==> src/rtl/mrv1_imem_fetch_ctrl_if.sv <==
// mrv1_imem_fetch_ctrl_if: scheduler, IMEM, flush and fetch-buffer signals of the fetch controller
interface mrv1_imem_fetch_ctrl_if #(
  parameter int PC_WIDTH_P = 32,
  parameter int NUM_THREADS_P = 8
);
  localparam int TID_WIDTH_LP = $clog2(NUM_THREADS_P);
  logic sched_vld_i;
  logic sched_rdy_o;
  logic [TID_WIDTH_LP-1:0] sched_tid_i;
  logic [PC_WIDTH_P-1:0] sched_pc_i;
  logic imem_req_vld_o;
  logic imem_req_rdy_i;
  logic [31:0] imem_req_addr_o;
  logic imem_resp_vld_i;
  logic [31:0] imem_resp_data_i;
  logic flush_vld_i;
  logic [TID_WIDTH_LP-1:0] flush_tid_i;
  logic ifq_deq_i;
  logic fetch_vld_o;
  logic [31:0] fetch_data_o;
  logic [PC_WIDTH_P-1:0] fetch_pc_o;
  logic [TID_WIDTH_LP-1:0] fetch_tid_o;
  logic fetch_done_vld_o;
  logic [TID_WIDTH_LP-1:0] fetch_done_tid_o;
  logic [PC_WIDTH_P-1:0] fetch_done_pc_o;
  logic busy_o;
  modport slave (
    input sched_vld_i, sched_tid_i, sched_pc_i, imem_req_rdy_i, imem_resp_vld_i, imem_resp_data_i,
    input flush_vld_i, flush_tid_i, ifq_deq_i,
    output sched_rdy_o, imem_req_vld_o, imem_req_addr_o, fetch_vld_o, fetch_data_o, fetch_pc_o,
    output fetch_tid_o, fetch_done_vld_o, fetch_done_tid_o, fetch_done_pc_o, busy_o
  );
  modport master (
    output sched_vld_i, sched_tid_i, sched_pc_i, imem_req_rdy_i, imem_resp_vld_i, imem_resp_data_i,
    output flush_vld_i, flush_tid_i, ifq_deq_i,
    input sched_rdy_o, imem_req_vld_o, imem_req_addr_o, fetch_vld_o, fetch_data_o, fetch_pc_o,
    input fetch_tid_o, fetch_done_vld_o, fetch_done_tid_o, fetch_done_pc_o, busy_o
  );
endinterface

==> src/rtl/mrv1_imem_fetch_ctrl.sv <==
// mrv1_imem_fetch_ctrl: credit-throttled IMEM request stage with in-order tag FIFO and epoch-based stale-response drop
module mrv1_imem_fetch_ctrl #(
  parameter int PC_WIDTH_P = 32,
  parameter int NUM_THREADS_P = 8,
  parameter int MAX_OSTD_P = 4,
  parameter int IFQ_CREDITS_P = 3
) (
  input logic clk_i,
  input logic rst_i,
  mrv1_imem_fetch_ctrl_if.slave bus
);
  localparam int TID_WIDTH_LP = $clog2(NUM_THREADS_P);
  localparam int PW = MAX_OSTD_P > 1 ? $clog2(MAX_OSTD_P) : 1;
  localparam int OW = $clog2(MAX_OSTD_P + 1);
  localparam int CW = $clog2(IFQ_CREDITS_P + 2);
  typedef struct packed {
    logic [TID_WIDTH_LP-1:0] tid;
    logic [PC_WIDTH_P-1:0] pc;
    logic ep;
  } tag_t;
  tag_t req_q, head;
  tag_t fifo_q [MAX_OSTD_P];
  logic req_vld_q, seen_hs_q;
  logic [PW-1:0] wr_q, rd_q;
  logic [OW-1:0] ostd_q;
  logic [CW-1:0] cred_q;
  logic [NUM_THREADS_P-1:0] ep_q, ep_d;
  logic room, hs, acc, pop, keep, drop;
  function automatic logic [PW-1:0] nxt(input logic [PW-1:0] p);
    return p == PW'(MAX_OSTD_P - 1) ? '0 : p + 1'b1;
  endfunction
  assign room = ostd_q < OW'(MAX_OSTD_P);
  assign bus.imem_req_vld_o = req_vld_q && room;
  assign bus.imem_req_addr_o = 32'(req_q.pc) & 32'hffff_fffc;
  assign bus.sched_rdy_o = rst_i && cred_q != '0 && (!req_vld_q || (bus.imem_req_rdy_i && room));
  assign bus.busy_o = req_vld_q || ostd_q != '0;
  assign hs = bus.imem_req_vld_o && bus.imem_req_rdy_i;
  assign acc = bus.sched_vld_i && bus.sched_rdy_o;
  assign pop = bus.imem_resp_vld_i && ostd_q != '0;
  assign head = fifo_q[rd_q];
  assign ep_d = ep_q ^ (NUM_THREADS_P'(bus.flush_vld_i) << bus.flush_tid_i);
  assign keep = pop && head.ep == ep_q[head.tid] && !(bus.flush_vld_i && bus.flush_tid_i == head.tid);
  assign drop = pop && !keep;
  always_ff @(posedge clk_i) begin
    if (!rst_i) begin
      req_vld_q <= 1'b0;
      req_q <= '0;
      wr_q <= '0;
      rd_q <= '0;
      ostd_q <= '0;
      cred_q <= CW'(IFQ_CREDITS_P);
      ep_q <= '0;
      seen_hs_q <= 1'b0;
      bus.fetch_vld_o <= 1'b0;
      bus.fetch_data_o <= '0;
      bus.fetch_pc_o <= '0;
      bus.fetch_tid_o <= '0;
      bus.fetch_done_vld_o <= 1'b0;
      bus.fetch_done_tid_o <= '0;
      bus.fetch_done_pc_o <= '0;
    end else begin
      req_vld_q <= acc || (req_vld_q && !hs);
      if (acc) req_q <= '{bus.sched_tid_i, bus.sched_pc_i, ep_d[bus.sched_tid_i]};
      if (hs) begin
        fifo_q[wr_q] <= req_q;
        wr_q <= nxt(wr_q);
      end
      if (pop) rd_q <= nxt(rd_q);
      ostd_q <= ostd_q + OW'(hs) - OW'(pop);
      cred_q <= cred_q - CW'(acc) + CW'(bus.ifq_deq_i) + CW'(drop);
      ep_q <= ep_d;
      seen_hs_q <= seen_hs_q || hs;
      bus.fetch_vld_o <= keep;
      bus.fetch_done_vld_o <= keep;
      if (keep) begin
        bus.fetch_data_o <= bus.imem_resp_data_i;
        bus.fetch_pc_o <= head.pc;
        bus.fetch_tid_o <= head.tid;
        bus.fetch_done_tid_o <= head.tid;
        bus.fetch_done_pc_o <= head.pc + PC_WIDTH_P'(4);
      end
    end
  end
  cred_bound: assert property (@(posedge clk_i) disable iff (!rst_i) cred_q <= CW'(IFQ_CREDITS_P));
  resp_tracked: assert property (@(posedge clk_i) disable iff (!rst_i) !(bus.imem_resp_vld_i && ostd_q == '0 && seen_hs_q));
endmodule
==> src/flat_wrapper.sv <==
// flat-port wrapper written by rule: the top's interface ports become plain ports
module mrv1_imem_fetch_ctrl_flat 
#(
  parameter int PC_WIDTH_P = 32,
  parameter int NUM_THREADS_P = 8,
  parameter int MAX_OSTD_P = 4,
  parameter int IFQ_CREDITS_P = 3
)
  (clk_i, rst_i, bus_sched_vld_i, bus_sched_tid_i, bus_sched_pc_i, bus_imem_req_rdy_i, bus_imem_resp_vld_i, bus_imem_resp_data_i, bus_flush_vld_i, bus_flush_tid_i, bus_ifq_deq_i, bus_sched_rdy_o, bus_imem_req_vld_o, bus_imem_req_addr_o, bus_fetch_vld_o, bus_fetch_data_o, bus_fetch_pc_o, bus_fetch_tid_o, bus_fetch_done_vld_o, bus_fetch_done_tid_o, bus_fetch_done_pc_o, bus_busy_o);
  mrv1_imem_fetch_ctrl_if #(.PC_WIDTH_P(PC_WIDTH_P), .NUM_THREADS_P(NUM_THREADS_P)) bus_i ();
  input logic clk_i;
  input logic rst_i;
  input wire logic [$bits(bus_i.sched_vld_i)-1:0] bus_sched_vld_i;
  input wire logic [$bits(bus_i.sched_tid_i)-1:0] bus_sched_tid_i;
  input wire logic [$bits(bus_i.sched_pc_i)-1:0] bus_sched_pc_i;
  input wire logic [$bits(bus_i.imem_req_rdy_i)-1:0] bus_imem_req_rdy_i;
  input wire logic [$bits(bus_i.imem_resp_vld_i)-1:0] bus_imem_resp_vld_i;
  input wire logic [$bits(bus_i.imem_resp_data_i)-1:0] bus_imem_resp_data_i;
  input wire logic [$bits(bus_i.flush_vld_i)-1:0] bus_flush_vld_i;
  input wire logic [$bits(bus_i.flush_tid_i)-1:0] bus_flush_tid_i;
  input wire logic [$bits(bus_i.ifq_deq_i)-1:0] bus_ifq_deq_i;
  output wire logic [$bits(bus_i.sched_rdy_o)-1:0] bus_sched_rdy_o;
  output wire logic [$bits(bus_i.imem_req_vld_o)-1:0] bus_imem_req_vld_o;
  output wire logic [$bits(bus_i.imem_req_addr_o)-1:0] bus_imem_req_addr_o;
  output wire logic [$bits(bus_i.fetch_vld_o)-1:0] bus_fetch_vld_o;
  output wire logic [$bits(bus_i.fetch_data_o)-1:0] bus_fetch_data_o;
  output wire logic [$bits(bus_i.fetch_pc_o)-1:0] bus_fetch_pc_o;
  output wire logic [$bits(bus_i.fetch_tid_o)-1:0] bus_fetch_tid_o;
  output wire logic [$bits(bus_i.fetch_done_vld_o)-1:0] bus_fetch_done_vld_o;
  output wire logic [$bits(bus_i.fetch_done_tid_o)-1:0] bus_fetch_done_tid_o;
  output wire logic [$bits(bus_i.fetch_done_pc_o)-1:0] bus_fetch_done_pc_o;
  output wire logic [$bits(bus_i.busy_o)-1:0] bus_busy_o;
  assign bus_i.sched_vld_i = bus_sched_vld_i;
  assign bus_i.sched_tid_i = bus_sched_tid_i;
  assign bus_i.sched_pc_i = bus_sched_pc_i;
  assign bus_i.imem_req_rdy_i = bus_imem_req_rdy_i;
  assign bus_i.imem_resp_vld_i = bus_imem_resp_vld_i;
  assign bus_i.imem_resp_data_i = bus_imem_resp_data_i;
  assign bus_i.flush_vld_i = bus_flush_vld_i;
  assign bus_i.flush_tid_i = bus_flush_tid_i;
  assign bus_i.ifq_deq_i = bus_ifq_deq_i;
  assign bus_sched_rdy_o = bus_i.sched_rdy_o;
  assign bus_imem_req_vld_o = bus_i.imem_req_vld_o;
  assign bus_imem_req_addr_o = bus_i.imem_req_addr_o;
  assign bus_fetch_vld_o = bus_i.fetch_vld_o;
  assign bus_fetch_data_o = bus_i.fetch_data_o;
  assign bus_fetch_pc_o = bus_i.fetch_pc_o;
  assign bus_fetch_tid_o = bus_i.fetch_tid_o;
  assign bus_fetch_done_vld_o = bus_i.fetch_done_vld_o;
  assign bus_fetch_done_tid_o = bus_i.fetch_done_tid_o;
  assign bus_fetch_done_pc_o = bus_i.fetch_done_pc_o;
  assign bus_busy_o = bus_i.busy_o;
  mrv1_imem_fetch_ctrl #(.PC_WIDTH_P(PC_WIDTH_P), .NUM_THREADS_P(NUM_THREADS_P), .MAX_OSTD_P(MAX_OSTD_P), .IFQ_CREDITS_P(IFQ_CREDITS_P)) u_core (.clk_i(clk_i), .rst_i(rst_i), .bus(bus_i));
endmodule
==> config.mk <==
export PLATFORM = sky130hd
export DESIGN_NAME = mrv1_imem_fetch_ctrl_flat
export DESIGN_NICKNAME = d
export VERILOG_FILES = /design/src/rtl/mrv1_imem_fetch_ctrl_if.sv /design/src/rtl/mrv1_imem_fetch_ctrl.sv /design/src/flat_wrapper.sv
export SDC_FILE = /design/constraint.sdc
export NUM_CORES = 1
export LEC_CHECK = 0
export ABC_AREA = 1
export CAP_MARGIN = 20
export CORE_MARGIN = 5
export CORE_UTILIZATION = 40
export DETAILED_ROUTE_END_ITERATION = 10
export GPL_TIMING_DRIVEN = 0
export PLACE_DENSITY_LB_ADDON = 0.08
export SLEW_MARGIN = 10
export SYNTH_ARGS = -nofsm -noshare
export SYNTH_HDL_FRONTEND = slang
export SYNTH_SLANG_ARGS = --single-unit
==> constraint.sdc <==
create_clock -name clk_i -period 8.11 [get_ports clk_i]
set_input_delay 1.622 -clock clk_i [delete_from_list [all_inputs] [get_ports clk_i]]
set_output_delay 1.622 -clock clk_i [all_outputs]
set_load 0.02 [all_outputs]
# Word level (Yosys, flattened, before mapping)
# Memories as Yosys holds them, arrays and structs flattened. A register that Yosys moved wholly into a read port is not among the register bits.
# Cells that the tools add are included.
# word_totals
ram_bits	144
romBits	0
memories	1
reg_bits	155
elab_cells	64
latch_bits	0
# op_classes
add_sub_neg	8
n_shift	1
div_mod_pow	0
order_cmp	3
bitwise	1
n_reduce_logical	21
eq_ne	4
n_mux	11
multipliers	0
# memory_table
name	depth	word_bits	read_ports	rd_clocked_by_memory_dff	wr	line	rtl
u_core.fifo_q	4	36	1	1	1	mrv1_imem_fetch_ctrl.sv:22	tag_t fifo_q [MAX_OSTD_P];
# ops
operator	count
adder 32 x 3 -> 32 bit (second input constant)	1
logical AND 1 bit	12
adder 3 x 1 -> 3 bit	3
less-than comparator 3 x 4 -> 1 bit (second input constant)	2
two-way mux 2 bit	4
left shift 1 x 3 -> 8 bit	1
XOR 8 bit	1
binary-select mux 1 bit (select 3 bit)	2
nonzero test 3 bit	2
subtractor 3 x 1 -> 3 bit	2
two-way mux 1 bit	5
adder 2 x 1 -> 2 bit (second input constant)	2
equality test 2 bit (second input constant)	2
zero test 1 bit	4
equality test 3 bit	1
logical OR 1 bit	3
less-than comparator 3 bit (second input constant)	1
equality test 1 bit	1

# Logic depth before layout (Yosys ltp)
# logic_depth
depth_word	8
depth_mapped	19

# Least setup slack after synthesis
# No wires, ideal clock.
# synth_path
kind	input to register
start	input port bus_imem_req_rdy_i
end	register u_core.cred_q[2]
setup_slack_ns	4.052
stages	15
path_buffers	1
arrival_ns	3.987
path_cell_list	nand2_1 > inv_1 > nor2_1 > nor2_1 > o31ai_1 > inv_2 > nand2_1 > inv_1 > buf_2 > ha_1 > inv_1 > fa_1 > fa_1 > or2_2 > a21oi_1
# synth_between
elab_chain_cells	7
# synth_lines
element	line	rtl
start: declaration	flat_wrapper.sv:16	input wire logic [$bits(bus_i.imem_req_rdy_i)-1:0] bus_imem_req_rdy_i;
logical AND 1 bit	mrv1_imem_fetch_ctrl.sv:35	assign bus.sched_rdy_o = rst_i && cred_q != '0 && (!req_vld_q || (bus.imem_req_rdy_i && room));
logical OR 1 bit	mrv1_imem_fetch_ctrl.sv:35	
logical AND 1 bit	mrv1_imem_fetch_ctrl.sv:35	
via bus_sched_rdy_o	flat_wrapper.sv:22	output wire logic [$bits(bus_i.sched_rdy_o)-1:0] bus_sched_rdy_o;
logical AND 1 bit	mrv1_imem_fetch_ctrl.sv:38	assign acc = bus.sched_vld_i && bus.sched_rdy_o;
via u_core.acc	mrv1_imem_fetch_ctrl.sv:28	logic room, hs, acc, pop, keep, drop;
subtractor 3 x 1 -> 3 bit	mrv1_imem_fetch_ctrl.sv:70	cred_q <= cred_q - CW'(acc) + CW'(bus.ifq_deq_i) + CW'(drop);
adder 3 x 1 -> 3 bit (2 in a row)	mrv1_imem_fetch_ctrl.sv:70	
end signal: assignment	mrv1_imem_fetch_ctrl.sv:51	cred_q <= CW'(IFQ_CREDITS_P);
end signal: assignment	mrv1_imem_fetch_ctrl.sv:70	
end: declaration	mrv1_imem_fetch_ctrl.sv:26	logic [CW-1:0] cred_q;
# The timed path passes the listed nets, and every way through them passes these cells.
# A chain may end at the register's enable or synchronous reset.

# Final worst setup path
# layout_path
start	input port bus_imem_req_rdy_i
end	output port bus_sched_rdy_o
# layout_between
elab_chain_cells	3
# layout_lines
element	line
logical AND 1 bit	mrv1_imem_fetch_ctrl.sv:35
logical OR 1 bit	mrv1_imem_fetch_ctrl.sv:35
logical AND 1 bit	mrv1_imem_fetch_ctrl.sv:35
end: declaration	flat_wrapper.sv:22
# No other way between the ends.

==> flow_metrics.py <==
metrics = {
    "status": {
        "status": "completed",
    },
    "worst_setup_path": {
        "start_kind": "input port",
        "cpPeakStageDelay_ns": 0.60,
        "crit_type": "in2out",
        "critical-path-slowest-cell": "clkdlybuf4s50_1",
        "arrival_ns": 3.31,
        "rr_worst_depth": 19,
        "crit_fanout": 5,
        "crit_chain": "clkdlybuf4s50_1 > nand2_1 > inv_1 > nor2_1 > nor2_1 > o31ai_1 > inv_2 > clkdlybuf4s50_1",
        "end_kind": "primary output",
        "critPathRequiredTime_ns": 6.49,
    },
    "clock_tree": {
        "cts_tree": "done",
        "insertion_delay_ns": 0.51,
        "cts.sink_count": 299,
        "clockBufferDepth": 3,
        "root_buffer": "clkbuf_16",
        "clk_pin_slew_ns": 0.06,
        "htreeDepth": 2,
        "post_cts_resized": 0,
        "postCtsHoldBufs": 0,
        "cts_setup_buffers": 0,
        "numCtsBuffers": 34,
    },
    "timing": {
        "tns_ns": 0,
        "slew_violations": 0,
        "worst_pin_slew_ns": 0.807,
        "finalHoldViolations": 0,
        "finalCriticalPeriod_ns": 4.93,
        "setup_violations": 0,
        "fin_skew_ns": 0.0138,
        "rsz0062_at_grt": "no",
        "timing.final.crit_share_pct": 60.8,
        "relSlewSlack_pct": 46.1,
        "max_freq_mhz": 203,
    },
    "die": {
        "io_pins": 216,
        "core_um2": 32700,
        "num_rows": 66,
        "chipHeight_um": 192,
        "die_area_um2": 36900,
        "initial_core_util_pct": 40.6,
        "die_w_um": 192,
    },
    "global_route": {
        "antenna_found_initial": 0,
        "grt_pass1_vias": 10100,
        "overflow": 0,
        "grt_usage_pct": 19.6,
        "grt_max_degree": 21,
        "grt_pass1_wl_um": 56300,
    },
    "routing": {
        "drtIter0Drc": 743,
        "wl_met3_um": 1960,
        "met2_length_um": 16800,
        "maxUsedRoutingLayer": "met4",
        "drt-total-wl_um": 36500,
        "routed-via-count": 10500,
        "ant_nets": 0,
        "drc": 0,
        "vias_per_cell": 4.49,
        "met1Wirelength_um": 17100,
        "avgRoutedWirePerCell_um": 15.6,
        "first_pass_iters": 6,
    },
    "yosys": {
        "yosysUniqueCellTypes": 36,
        "seq_area_frac_synth_pct": 55.9,
        "synth_area_um2": 13300,
        "synth_cells": 1612,
        "synth-seq-cells": 299,
        "syn_area_per_cell_um2": 8.24,
        "yosysWarningCount": 0,
    },
    "placed_design": {
        "dpl.hpwl_um": 26700,
        "placement.io_buffers": 213,
        "place_area_um2": 16100,
        "place.gp.congestion": 0.874,
    },
    "power_and_ir_drop": {
        "power_leakage_nw": 7.55,
        "peakVddDrop_mv": 0.125,
        "power_mw": 5.98,
        "p_per_area_nw_per_um2": 347,
    },
    "layout": {
        "insertedDiodeCount": 0,
        "area_growth_pct": 29.7,
        "final_net_count": 1955,
        "design_area_um2": 17200,
        "final_core_util_pct": 52.7,
        "layout-drive-gt1-share_pct": 9.20,
    },
    "worst_hold_path": {
        "hold_path.class": "reg2reg",
        "hold_depth": 2,
    },
    "flow_run": {
        "cap_viol_max_count": 0,
    },
}
==> cells in the final DEF (no fill, tap or decap), types with 2 or more instances in the layout <==
cell type / synthesis / final
fa_1: 3 / 3
nor2_1: 336 / 332
dfxtp_1: 155 / 155
nand3_1: 82 / 82
xor2_1: 22 / 22
nand3_2: 5 / 5
conb_1: 1 / 2
buf_6: 15 / 15
o21ai_0: 53 / 53
nand3b_1: 5 / 5
ha_1: 9 / 9
bufinv_16: 0 / 2
clkbuf_8: 0 / 8
buf_16: 0 / 3
inv_1: 181 / 181
nor2_4: 1 / 5
a32oi_1: 2 / 2
buf_4: 45 / 45
o22ai_1: 2 / 2
nand2_1: 446 / 446
clkinv_2: 0 / 6
nand4_1: 6 / 6
clkdlybuf4s50_1: 0 / 213
a21oi_1: 23 / 23
or2_2: 6 / 6
clkbuf_1: 19 / 23
nand2_2: 7 / 7
xnor2_1: 4 / 4
buf_2: 23 / 23
clkbuf_16: 0 / 34
edfxtp_1: 144 / 144
nor2_2: 2 / 2
inv_2: 4 / 4
nor3_1: 2 / 2
nor3_2: 2 / 2
inv_6: 0 / 2
clkinv_1: 1 / 3
==> cells by family (layout without fill, tap and decap cells) <==
family	Yosys count	in the layout	synth area share [%]
flip-flops	299	299	55.9
AO/OA/AOI/OAI	85	85	3.38
other	1	2	0.0282
AND/OR/NAND/NOR	900	900	27.2
buffers and inverters	289	567	10.5
XOR/XNOR	26	26	1.71
adder cells (fa/ha/maj)	12	12	1.30
==> through the flow <==
stage / instances / worst slack (ns) / hold WS [ns]
finish: 2333 / 3.18 / 0.458
global route: 2333 / 3.05 / 0.476
CTS: 2333 / 3.16 / 0.458
detailed placement: 2272 / 3.01 / 0.450
global placement: 2268 / 1.88 / 0.447
floorplan: 1613 / 4.05 / 0.455
==> cells in the mapped netlist <==
| cell type | count | share of area [%] |
|---|---|---|
| nand2_1 | 446 | 13 |
| a21oi_2 | 1 | 0.066 |
| clkinv_1 | 1 | 0.028 |
| nor2_1 | 336 | 9.5 |
| fa_1 | 3 | 0.45 |
| buf_4 | 45 | 2.5 |
| a211oi_1 | 1 | 0.057 |
| nor3_2 | 2 | 0.15 |
| dfxtp_1 | 155 | 23 |
| o21ai_0 | 53 | 2.0 |
| a32oi_1 | 2 | 0.13 |
| buf_6 | 15 | 1.3 |
| nand4_1 | 6 | 0.28 |
| or2_2 | 6 | 0.28 |
| buf_1 | 1 | 0.028 |
| buf_2 | 23 | 0.87 |
| clkbuf_1 | 19 | 0.54 |
| nand3_1 | 82 | 3.1 |
| o31ai_1 | 1 | 0.057 |
| inv_1 | 181 | 5.1 |
| o22ai_1 | 2 | 0.094 |
| nor2_4 | 1 | 0.085 |
| edfxtp_1 | 144 | 33 |
| o21ai_1 | 1 | 0.038 |
| o211a_1 | 1 | 0.075 |
| conb_1 | 1 | 0.028 |
| nand3_2 | 5 | 0.38 |
| nand3b_1 | 5 | 0.28 |
| nor3_1 | 2 | 0.075 |
| nor2_2 | 2 | 0.094 |
| inv_2 | 4 | 0.11 |
| xor2_1 | 22 | 1.5 |
| xnor2_1 | 4 | 0.26 |
| a21oi_1 | 23 | 0.87 |
| nand2_2 | 7 | 0.33 |
| ha_1 | 9 | 0.85 |
==> area by class of cell <==
| type | count | area [um2] |
|---|---|---|
| sequential | 299 | 7430 |
| clock inverter | 14 | 140 |
| timing repair buffer | 217 | 2230 |
| multi-input combinational | 1025 | 4490 |
| fill | 3160 | 15500 |
| clock buffer | 47 | 981 |
| buffer | 103 | 697 |
| tap | 442 | 553 |
| inverter | 186 | 698 |
==> layer usage <==
layer | GRT usage (%) | up-vias
met5 | 0 | -
li1 | - | 5478
met1 | 27.5 | 4690
met3 | 3.14 | 42
met4 | 4.47 | 0
met2 | 32.2 | 255
==> registers in the layout (all words and copies together) (netlist names), named ones only <==
register                    count
u_core.bus.fetch_done_pc_o     32
u_core.wr_q                     2
u_core.bus.fetch_data_o        32
u_core.rd_q                     2
u_core.req_q                    6
u_core.ep_q                     8
u_core.ostd_q                   3
u_core.req_vld_q                1
u_core.bus.fetch_tid_o          3
u_core.bus.fetch_pc_o          30
u_core.fifo_q                 144
u_core.bus.fetch_vld_o          1
u_core.bus.imem_req_addr_o     30
u_core.cred_q                   3
==> critical path: cells and delay by family <==
kind	cells	cell delay, ns
simple gates	3	0.31
compound gates	1	0.10
buf+inv	4	1.27
==> worst paths after layout <==
| check | startpoint | endpoint | slack (ns) |
|---|---|---|---|
| max | bus_imem_req_rdy_i | bus_sched_rdy_o | 3.18 |
| max reg2reg | register | u_core.cred_q[2] | 4.47 |
| min | u_core.bus.fetch_done_pc_o[29] | u_core.bus.fetch_done_pc_o[29] | 0.46 |
| min reg2reg | u_core.bus.fetch_done_pc_o[29] | u_core.bus.fetch_done_pc_o[29] | 0.46 |
==> power by group <==
group | internal (mW) | switching (mW)
logic | 0.946 | 1.52
clock network | 0.914 | 0.605
registers | 1.84 | 0.153
Power figures use the tool's default switching activity.
